### config.mk
export PLATFORM = sky130hd
export DESIGN_NAME = alu_cmd_sequencer
export DESIGN_NICKNAME = d
export VERILOG_FILES = /design/src/rtl/alu_cmd_sequencer.sv
export SDC_FILE = /design/constraint.sdc
export NUM_CORES = 1
export LEC_CHECK = 0
export ABC_AREA = 0
export BUFFER_PORTS_ARGS = -buffer_cell sky130_fd_sc_hd__buf_2
export CORE_MARGIN = 4
export CORE_UTILIZATION = 35
export DETAILED_ROUTE_END_ITERATION = 6
export MAX_ROUTING_LAYER = met4
export PLACE_DENSITY_LB_ADDON = 0.08
export SLEW_MARGIN = 25
export SYNTH_ARGS = -nofsm -noshare
export SYNTH_HDL_FRONTEND = slang
export SYNTH_SLANG_ARGS = --single-unit
### constraint.sdc
create_clock -name clk -period 2.13 [get_ports clk]
set_clock_uncertainty 0.1 [all_clocks]
set_input_delay 0.426 -clock clk [delete_from_list [all_inputs] [get_ports clk]]
set_output_delay 0.426 -clock clk [all_outputs]
set_load 0.03 [all_outputs]
### src/rtl/alu_cmd_sequencer.sv
// Byte-stream command sequencer: collects opcode/operand frames, drives an
// external adder through registered operands, and returns result/flags bytes
// through a handshaked transmitter.
module alu_cmd_sequencer #(
    parameter int unsigned TIMEOUT_CYCLES = 120000,
    parameter logic [7:0]  ERR_BYTE       = 8'hEE
) (
    input  logic       clk,
    input  logic       rst_n,
    input  logic [7:0] rx_data,
    input  logic       rx_ready,
    output logic [7:0] alu_a,
    output logic [7:0] alu_b,
    input  logic [7:0] alu_result,
    input  logic [7:0] alu_flags,
    output logic       tx_start,
    output logic [7:0] tx_data,
    input  logic       tx_busy,
    output logic       busy,
    output logic       timeout_err,
    output logic       rx_overrun
);

    localparam int unsigned CNT_W       = $clog2(TIMEOUT_CYCLES + 1);
    localparam logic [7:0]  OP_ADD_FULL = 8'h01;
    localparam logic [7:0]  OP_ADD_RES  = 8'h02;

    typedef enum logic [2:0] {
        IDLE  = 3'd0,
        GET_A = 3'd1,
        GET_B = 3'd2,
        EXEC  = 3'd3,
        SEND  = 3'd4,
        HOLD  = 3'd5,
        WAIT  = 3'd6
    } state_t;

    state_t             state_q, state_d;
    logic [7:0]         alu_a_q, alu_a_d;
    logic [7:0]         alu_b_q, alu_b_d;
    logic               full_q, full_d;        // frame returns the flags byte too
    logic               more_q, more_d;        // flags byte still to be sent
    logic [7:0]         byte_q, byte_d;        // byte queued for the next SEND
    logic [7:0]         flags_q, flags_d;
    logic               tx_start_q, tx_start_d;
    logic [7:0]         tx_data_q, tx_data_d;
    logic               busy_q, busy_d;
    logic               tmo_q, tmo_d;
    logic               ovr_q, ovr_d;
    logic [CNT_W-1:0]   cnt_q, cnt_d;
    logic [CNT_W-1:0]   cnt_inc;

    assign cnt_inc = cnt_q + CNT_W'(1);

    // State and datapath registers with synchronous active-low reset
    always_ff @(posedge clk) begin
        if (!rst_n) begin
            state_q    <= IDLE;
            alu_a_q    <= 8'h00;
            alu_b_q    <= 8'h00;
            full_q     <= 1'b0;
            more_q     <= 1'b0;
            byte_q     <= 8'h00;
            flags_q    <= 8'h00;
            tx_start_q <= 1'b0;
            tx_data_q  <= 8'h00;
            busy_q     <= 1'b0;
            tmo_q      <= 1'b0;
            ovr_q      <= 1'b0;
            cnt_q      <= '0;
        end else begin
            state_q    <= state_d;
            alu_a_q    <= alu_a_d;
            alu_b_q    <= alu_b_d;
            full_q     <= full_d;
            more_q     <= more_d;
            byte_q     <= byte_d;
            flags_q    <= flags_d;
            tx_start_q <= tx_start_d;
            tx_data_q  <= tx_data_d;
            busy_q     <= busy_d;
            tmo_q      <= tmo_d;
            ovr_q      <= ovr_d;
            cnt_q      <= cnt_d;
        end
    end

    // Next-state and next-output logic for the frame sequencer
    always_comb begin
        state_d    = state_q;
        alu_a_d    = alu_a_q;
        alu_b_d    = alu_b_q;
        full_d     = full_q;
        more_d     = more_q;
        byte_d     = byte_q;
        flags_d    = flags_q;
        tx_start_d = 1'b0;
        tx_data_d  = tx_data_q;
        tmo_d      = tmo_q;
        ovr_d      = ovr_q;
        cnt_d      = '0;

        case (state_q)
            IDLE: begin
                if (rx_ready) begin
                    if (rx_data == OP_ADD_FULL || rx_data == OP_ADD_RES) begin
                        full_d  = (rx_data == OP_ADD_FULL);
                        state_d = GET_A;
                    end else begin
                        byte_d  = ERR_BYTE;
                        more_d  = 1'b0;
                        state_d = SEND;
                    end
                end
            end
            GET_A: begin
                if (rx_ready) begin
                    alu_a_d = rx_data;
                    state_d = GET_B;
                end else if (cnt_inc == CNT_W'(TIMEOUT_CYCLES)) begin
                    tmo_d   = 1'b1;
                    state_d = IDLE;
                end else begin
                    cnt_d = cnt_inc;
                end
            end
            GET_B: begin
                if (rx_ready) begin
                    alu_b_d = rx_data;
                    state_d = EXEC;
                end else if (cnt_inc == CNT_W'(TIMEOUT_CYCLES)) begin
                    tmo_d   = 1'b1;
                    state_d = IDLE;
                end else begin
                    cnt_d = cnt_inc;
                end
            end
            EXEC: begin
                flags_d = alu_flags;
                byte_d  = alu_result;
                more_d  = full_q;
                state_d = SEND;
            end
            SEND: begin
                if (!tx_busy) begin
                    tx_start_d = 1'b1;
                    tx_data_d  = byte_q;
                    state_d    = HOLD;
                end
            end
            HOLD: begin
                // Transmitter may not have raised busy yet
                state_d = WAIT;
            end
            WAIT: begin
                if (!tx_busy) begin
                    if (more_q) begin
                        byte_d  = flags_q;
                        more_d  = 1'b0;
                        state_d = SEND;
                    end else begin
                        state_d = IDLE;
                    end
                end
            end
            default: state_d = IDLE;
        endcase

        // Bytes arriving while results are being produced are discarded
        if (rx_ready && (state_q == EXEC || state_q == SEND ||
                         state_q == HOLD || state_q == WAIT)) begin
            ovr_d = 1'b1;
        end
    end

    assign busy_d      = (state_d != IDLE);

    assign alu_a       = alu_a_q;
    assign alu_b       = alu_b_q;
    assign tx_start    = tx_start_q;
    assign tx_data     = tx_data_q;
    assign busy        = busy_q;
    assign timeout_err = tmo_q;
    assign rx_overrun  = ovr_q;

endmodule

=== Word-level counts from Yosys, hierarchy flattened ===
Cells that the tools add are included.

* Register bits after elaboration: 66
* Input port bits: 28
* Output and inout bits: 28
* Word-level logic and storage cells: 68

* Add/subtract/negate cells: 1
* Eq/ne operators: 13
* Multiplexer cells: 19
* Bitwise gates (word level): 4
* Reduce and logical (&&, ||, !) cells: 18

{| class="wikitable"
|+ Operators with widths
! operator !! count
|-
| two-way mux 8 bit || 4
|-
| two-way mux 3 bit || 8
|-
| one-hot mux 8 bit (3 select lines) || 1
|-
| one-hot mux 3 bit (7 select lines) || 1
|-
| adder 17 x 1 -> 17 bit, second input constant || 1
|-
| equality test 17 bit, second input constant || 1
|-
| equality test 3 bit, second input constant || 3
|-
| equality test 8 x 1 -> 1 bit, second input constant || 1
|-
| equality test 8 x 2 -> 1 bit, second input constant || 1
|-
| inequality test 2 bit, second input constant || 4
|-
| AND reduction 2 bit || 4
|-
| equality test 3 x 2 -> 1 bit, second input constant || 2
|-
| AND reduction 3 bit || 2
|-
| nonzero test 3 bit || 2
|-
| AND reduction 5 bit || 1
|-
| logical OR 1 bit || 4
|-
| two-way mux 1 bit || 4
|-
| NOT 1 bit || 4
|-
| AND reduction 4 bit || 1
|-
| OR reduction 4 bit || 1
|-
| equality test 3 x 1 -> 1 bit, second input constant || 1
|-
| logical NOT 3 bit || 1
|-
| one-hot mux 1 bit (3 select lines) || 1
|-
| OR reduction 2 bit || 1
|-
| logical AND 1 bit || 1
|}

=== Longest topological paths before layout ===
Gate-level depths: netlist (run 1).

* Word-level depth: 6
* Gate-level depth with buffers: 8
* Gate-level depth less buffers: 7

=== Worst setup path before layout (run 1) ===
No wires, ideal clock.

* Path kind: register -> register
* From: register cnt_q[0]
* To: register cnt_q[5]
* Setup time: 0.138 ns
* Data arrival time: 2.033 ns
* Path slack: -0.141 ns
* Stages on the path, launching flop included: 9
* Buffers on the path: 1
* Path through: dfxtp_1 -> ha_1 -> nand4_1 -> or2_2 -> nor4_1 -> a211oi_2 -> nor3_4 -> buf_8 -> nor3_2

* Longest elaborated chain between the ends: 3

{| class="wikitable"
|+ RTL lines
! what !! RTL line !! source
|-
| start, declared || 50 || <nowiki>logic [CNT_W-1:0] cnt_q, cnt_d;</nowiki>
|-
| start signal, assigned || 84 || <nowiki>cnt_q <= cnt_d;</nowiki>
|-
| adder 17 x 1 -> 17 bit (*) || 53 || <nowiki>assign cnt_inc = cnt_q + CNT_W'(1);</nowiki>
|-
| equality test 17 bit || 120, 131 ||
|-
| OR reduction 4 bit (no source line) || n/a ||
|}

Every way passes the cells marked *; elsewhere a longest branch is shown, timed or not.
A chain may end at the register's enable or synchronous reset.

=== Worst setup path after layout (run 1) ===
* From: register cnt_q[6]
* To: register cnt_q[6]

The elaborated chain is that of the path after synthesis.

==> results.cfg, run 1 <==
[placed_design]
port_buffers = 55
place_inst = 529
dp_hpwl_mm = 5.37
place_congestion = 0.776
dpl_cell_area_sq_um = 3710

[synthesis]
synthesis.nets = 382
seq_area_frac_synth_pct = 42.8
async_flop_share_pct = 0
synth-seq-cells = 66
synth-edff-count = 0
synth_top_flop_cell = dfxtp_1
yosys_warnings = 0
yosysUniqueCellTypes = 54
avgSynthCellArea_sq_um = 8.74
synthCells = 353
post_synth_instance_area_sq_um = 3090

[global_route]
top_usage_layer = met2
antenna_found_initial = 0
grt_max_degree = 37
grtUsageTotal_pct = 15.4
first_global_vias = 2627
grtUsageMet1_pct = 18.7
grt_overflow = 0
grt.met3_usage_pct = 3.41
grt_pass1_wl_mm = 12.3
use_met2_pct = 25.0

[setup_path]
crit_family = simple AND/OR/NAND/NOR gates
start_kind = flop
end_kind = flop
crit_type = reg -> reg
cp.arrival_ns = 2.29
path_cells = nand2_1 -> or3_1 -> o21ai_0 -> nand4_4 -> nor3_4 -> buf_12 -> a211oi_1
cpMaxStageDelayCell = dfxtp_1
crit_required_ns = 2.24
crit_start = cnt_q[6]
crit_path_max_fanout = 10
r2r_start = cnt_q[6]
max_stage_delay_ns = 0.42
path_buf_inv = 1

[drt]
drc = 0
drtPass1Iterations = 4
viasPerCell = 4.95
routed_wl_mm = 7.39
dr.first_iter.drc_count = 74
drtAntennaViolNets = 0
wl_per_cell_microns = 13.5
vias = 2701

[floorplanning]
die-area_sq_um = 10400
row_count = 33
dieHeight_microns = 102
die-width_microns = 102
start_util_pct = 36.8
io_pins = 56
core_sq_um = 8380

[hold_path]
hold_class = in -> reg
hold_start = alu_flags[3]

[final_layout]
syn_to_final_growth_pct = 28.9
fillers = 877
num_antenna_cells = 0
layout-drive-gt1-share_pct = 32.0
fin_cells = 546
final_cell_area_sq_um = 3980
nNetsFinal = 465

[sta]
period_share_pct = 102
max-slew-margin-rel_pct = 68.7
rsz0062_at_grt = yes
final.setup.worst_slack_ns = -0.0486
max_freq_mhz = 459
drv_slew = 0
setup_viol = 17
post-route-min-period_ns = 2.18
worstMarginPinSlew_ns = 0.464
finalHoldViolCount = 0

[power]
worst_ir_drop_vdd_mv = 0.270
p_per_area_nw_per_um2 = 657
p_leak_nw = 1.55

[clocking]
ctsHoldBuffers = 0
clk_latency_ns = 0.34
clockBufferDepth = 2
clk_pin_slew_ns = 0.07
cts_buffers = 9
clockRootBuffer = clkbuf_8
htree_levels = 3
clkSinkCount = 66
cts_tree = built

[run]
drv_cap = 0

[status]
outcome = finished with violations
violations = setup timing
path summary, 6_finish.rpt:
kind                     end  slack [ns]  cells after the start
setup / recovery    cnt_q[6]       -0.05                      7
hold / removal    flags_q[3]        0.23                      3
setup reg to reg    cnt_q[6]       -0.05                      7
hold reg to reg     alu_b[4]        0.36                      2
cells in the mapped netlist (all sizes together) (5+ instances only):
cell type   n  area (sq um)
nor2b      13          81.3
nor3       16           141
a221o       6          60.1
dfxtp      66          1320
xor2        5          43.8
o211a       6          60.1
clkbuf     19          71.3
nor2       12          45.0
nand3       9          50.1
a21oi       5          25.0
a21boi     32           240
xnor2      12           105
o21ai      10          50.1
nand2      79           299
cells in the final DEF (no fill, tap or decap), types with 6 or more instances in the layout:
master     n
clkbuf_8  10
o211a_1    6
nor2_1    12
dfxtp_1   60
buf_4     37
o21ai_0    8
a221o_1    6
nor3_2    10
nor2b_1   13
buf_2     55
nand2_1   78
xnor2_1   12
nand3_1    8
a21boi_0  32
tightest hold or removal path: cells and delay by family:
kind,cells,cell delay [ns]
AND/OR/NAND/NOR,1,0.04
buffers and inverters,1,0.09
AO/OA/AOI/OAI,1,0.06
power by group:
| part | switching [mW] | internal, mW |
|---|---|---|
| clock network | 0.504 | 0.572 |
| logic | 0.143 | 0.105 |
| registers | 0.0257 | 1.27 |
| total | 0.673 | 1.94 |
stage by stage:
stage	util, %	total power [mW]	setup slack, ns	hold slack [ns]	setup TNS (ns)
after global placement	44.3	1.57	-0.149	0.349	-2.37
after CTS	47.1	2.66	-0.0447	0.211	-0.628
final	47.5	2.62	-0.0486	0.225	-0.574
after global routing	47.5	2.75	-0.180	0.214	-2.95
after detailed placement	44.3	1.57	-0.209	0.353	-4.26
after floorplan	-	1.47	-0.122	0.340	-1.17
area by class of cell:
cell class | count | area (sq um) | area share, %
Tap cell | 105 | 131 | 3.30
Sequential cell | 66 | 1330 | 33.5
Clock inverter | 6 | 66.3 | 1.67
Timing Repair Buffer | 94 | 584 | 14.7
Inverter | 4 | 15.0 | 0.377
Multi-Input combinational cell | 261 | 1710 | 43.0
Clock buffer | 10 | 138 | 3.46
kinds of logic (layout without fill, tap and decap cells):
logic type               after synthesis  after routing  share of synthesized area [%]
AND/OR/NAND/NOR                      161            161                           27.6
multiplexers                           2              2                          0.649
XOR/XNOR                              17             17                           4.82
AO/OA/AOI/OAI                         80             80                           20.1
buffers and inverters                 26            114                           3.61
flip-flops                            66             66                           42.8
adder cells (fa/ha/maj)                1              1                          0.405
repair_timing:
action / CTS / global route
pin swaps: 8 / 1
gates resized for setup: 8 / 4
setup endpoints to repair: 18 / 19
setup buffers: 1 / 0
registers in the layout, summed over array words and instances (netlist names):
signal / count
alu_b: 8
full_q: 1
more_q: 1
alu_a: 8
cnt_q: 17
busy: 1
byte_q: 8
flags_q: 8
tx_data: 8
tx_start: 1
timeout_err: 1
state_q: 3
rx_overrun: 1
routing by layer:
metal  vias to the layer above  wire (microns)
met5                         -               0
met4                         0             111
met3                        10             281
met2                        36            3510
met1                      1248            3480
li1                       1407               -
No activity file was read; power rests on OpenSTA's default activity.
==> run 2, diff against run 1 <==
--- a/config.mk
+++ b/config.mk
@@ -8,7 +8,7 @@
 export ABC_AREA = 0
 export BUFFER_PORTS_ARGS = -buffer_cell sky130_fd_sc_hd__buf_2
 export CORE_MARGIN = 4
-export CORE_UTILIZATION = 35
+export CORE_UTILIZATION = 40
 export DETAILED_ROUTE_END_ITERATION = 6
 export MAX_ROUTING_LAYER = met4
 export PLACE_DENSITY_LB_ADDON = 0.08
==> run 2 against run 1 <==
The run still ends with setup timing left. Global-route usage up 2.0 points. Flip-flop and latch count unchanged. Power shrank 0.14%. First-iteration DRC count increased by 78%. Register-to-register slack worse by 0.03 ns. Sequential share of layout area shrank 1.4 points. Cell count rose by 0.37%. Non-clock buffer count up 8. Die area fell by 12%. Maximum frequency down 1.3%. Largest power group unchanged.
==> results.cfg, run 2 (same netlist as run 1, synthesis figures left out) <==
[status]
outcome = finished with violations
violations = setup timing

[final_layout]
nNetsFinal = 473
num_antenna_cells = 0
fin_cells = 548
final_common_cell = nand2_1
largest_register_ffs = 17
syn_to_final_growth_pct = 34.4
layout-drive-gt1-share_pct = 34.3
final_cell_mix = 78 x nand2_1, 60 x dfxtp_1, 55 x buf_2
largest_register = cnt_q

[power]
p_int_mw = 1.95
p_leak_nw = 1.62
clkPwrFrac_pct = 41.0
power_mw = 2.61
p_seq_share_pct = 49.3
swShare_pct = 25.5
p_per_area_nw_per_um2 = 630
p_comb_share_pct = 9.7
worst_ir_drop_vdd_mv = 0.310
power_switching_mw = 0.666

[drt]
drtPass1Iterations = 4
vias = 2734
wl_met3_microns = 219
viasPerCell = 4.99
drtAntennaViolNets = 0
drc = 0
routed.top_layer = met4
wl_per_cell_microns = 13.5
route.met2.wl_mm = 3.67
routed_wl_mm = 7.37
dr.first_iter.drc_count = 132
met1Wirelength_mm = 3.40

[clocking]
cts_tree = built
clockBufferDepth = 2
clockRootBuffer = clkbuf_8
htree_levels = 3
clk_latency_ns = 0.33
clkSinkCount = 66
cts_buffers = 9
ctsHoldBuffers = 0
clk_pin_slew_ns = 0.07

[placed_design]
place_congestion = 0.899
dp_hpwl_mm = 5.18
port_buffers = 55
place_inst = 524

[floorplanning]
die-area_sq_um = 9190
io_pins = 56
dieHeight_microns = 95.8
row_count = 31
start_util_pct = 41.9
die-width_microns = 95.8
core_sq_um = 7370

[run]
drv_cap = 0

[sta]
rsz0062_at_grt = yes
setup_viol = 19
max-slew-margin-rel_pct = 69.7
finalHoldViolCount = 0
whs_ns = 0.236
worstMarginPinSlew_ns = 0.450
max_freq_mhz = 453
period_share_pct = 104
drv_slew = 0
post-route-min-period_ns = 2.21
final.setup.worst_slack_ns = -0.0768

[setup_path]
crit_required_ns = 2.25
max_stage_delay_ns = 0.38
path_cells = ha_4 -> nand4_1 -> or3_4 -> a221oi_4 -> nand4_4 -> nor3_4 -> buf_4 -> buf_16 -> nor3_2
crit_family = simple AND/OR/NAND/NOR gates
crit_path_max_fanout = 6
cpMaxStageDelayCell = dfxtp_4
cp.arrival_ns = 2.33
end_kind = flop
crit_type = reg -> reg
path_buf_inv = 2
start_kind = flop

[global_route]
grt_overflow = 0
first_global_vias = 2584
grtUsageTotal_pct = 17.4
antenna_found_initial = 0
grt_pass1_wl_mm = 12.2
grt_max_degree = 43

[hold_path]
hold_class = in -> reg
==> run 2: worst register-to-register path: stages (launching register included) <==
cell,delay [ns]
dfxtp_4,0.38
ha_4,0.13
nand4_1,0.12
or3_4,0.38
a221oi_4,0.32
nand4_4,0.16
nor3_4,0.17
buf_4,0.17
buf_16,0.12
nor3_2,0.04
==> run 2: per-layer routing <==
layer / vias up / track usage [%]
li1: 1430 / -
met1: 1259 / 21.3
met2: 35 / 28.7
met3: 10 / 2.81
met4: 0 / 6.87
met5: - / -
==> run 2: path summary, 6_finish.rpt <==
kind | startpoint | to | slack, ns | cells past startpoint
worst min-delay path | alu_flags[3] | flags_q[3] | 0.24 | 3
worst min register to register | alu_b[2] | alu_b[2] | 0.36 | 2
worst max-delay path | cnt_q[0] | cnt_q[0] | -0.08 | 9
worst max register to register | cnt_q[0] | cnt_q[0] | -0.08 | 9
==> run 2: power by group through the flow <==
| stage | logic (mW) | registers, mW | clock network [mW] |
|---|---|---|---|
| 2_1_floorplan | 0.132 | 1.34 | 0 |
| 3_3_place_gp | 0.250 | 1.32 | 0 |
| 3_5_place_dp | 0.251 | 1.32 | 0 |
| 4_1_cts | 0.253 | 1.29 | 1.11 |
| 5_1_grt | 0.277 | 1.29 | 1.15 |
| 6_report | 0.253 | 1.29 | 1.07 |
==> run 2: what timing repair did <==
| action | 4_1_cts | 5_1_grt |
|---|---|---|
| pin swaps | 9 | 1 |
| setup buffers | 7 | 1 |
| gates cloned | 1 | 0 |
| resized for setup | 28 | 2 |
| endpoints found under the setup margin | 19 | 19 |
==> run 2: final cells by class <==
type / count / area (sq um)
Clock inverter: 6 / 65.1
Clock buffer: 10 / 138
Inverter: 4 / 15.0
Sequential cell: 66 / 1330
Timing Repair Buffer: 102 / 684
Fill cell: 698 / 3220
Tap cell: 99 / 124
Multi-Input combinational cell: 261 / 1790
==> run 2: stage by stage <==
stage	worst slack, ns	util (%)	setup TNS [ns]	cell area [sq um]
global route	-0.186	56.3	-3.18	4150
detailed placement	-0.129	50.4	-2.59	3710
global placement	-0.116	50.4	-1.99	3710
finish	-0.0768	56.3	-1.10	4150
floorplan	-0.122	-	-1.17	3110
CTS	-0.0461	56.2	-0.440	4140
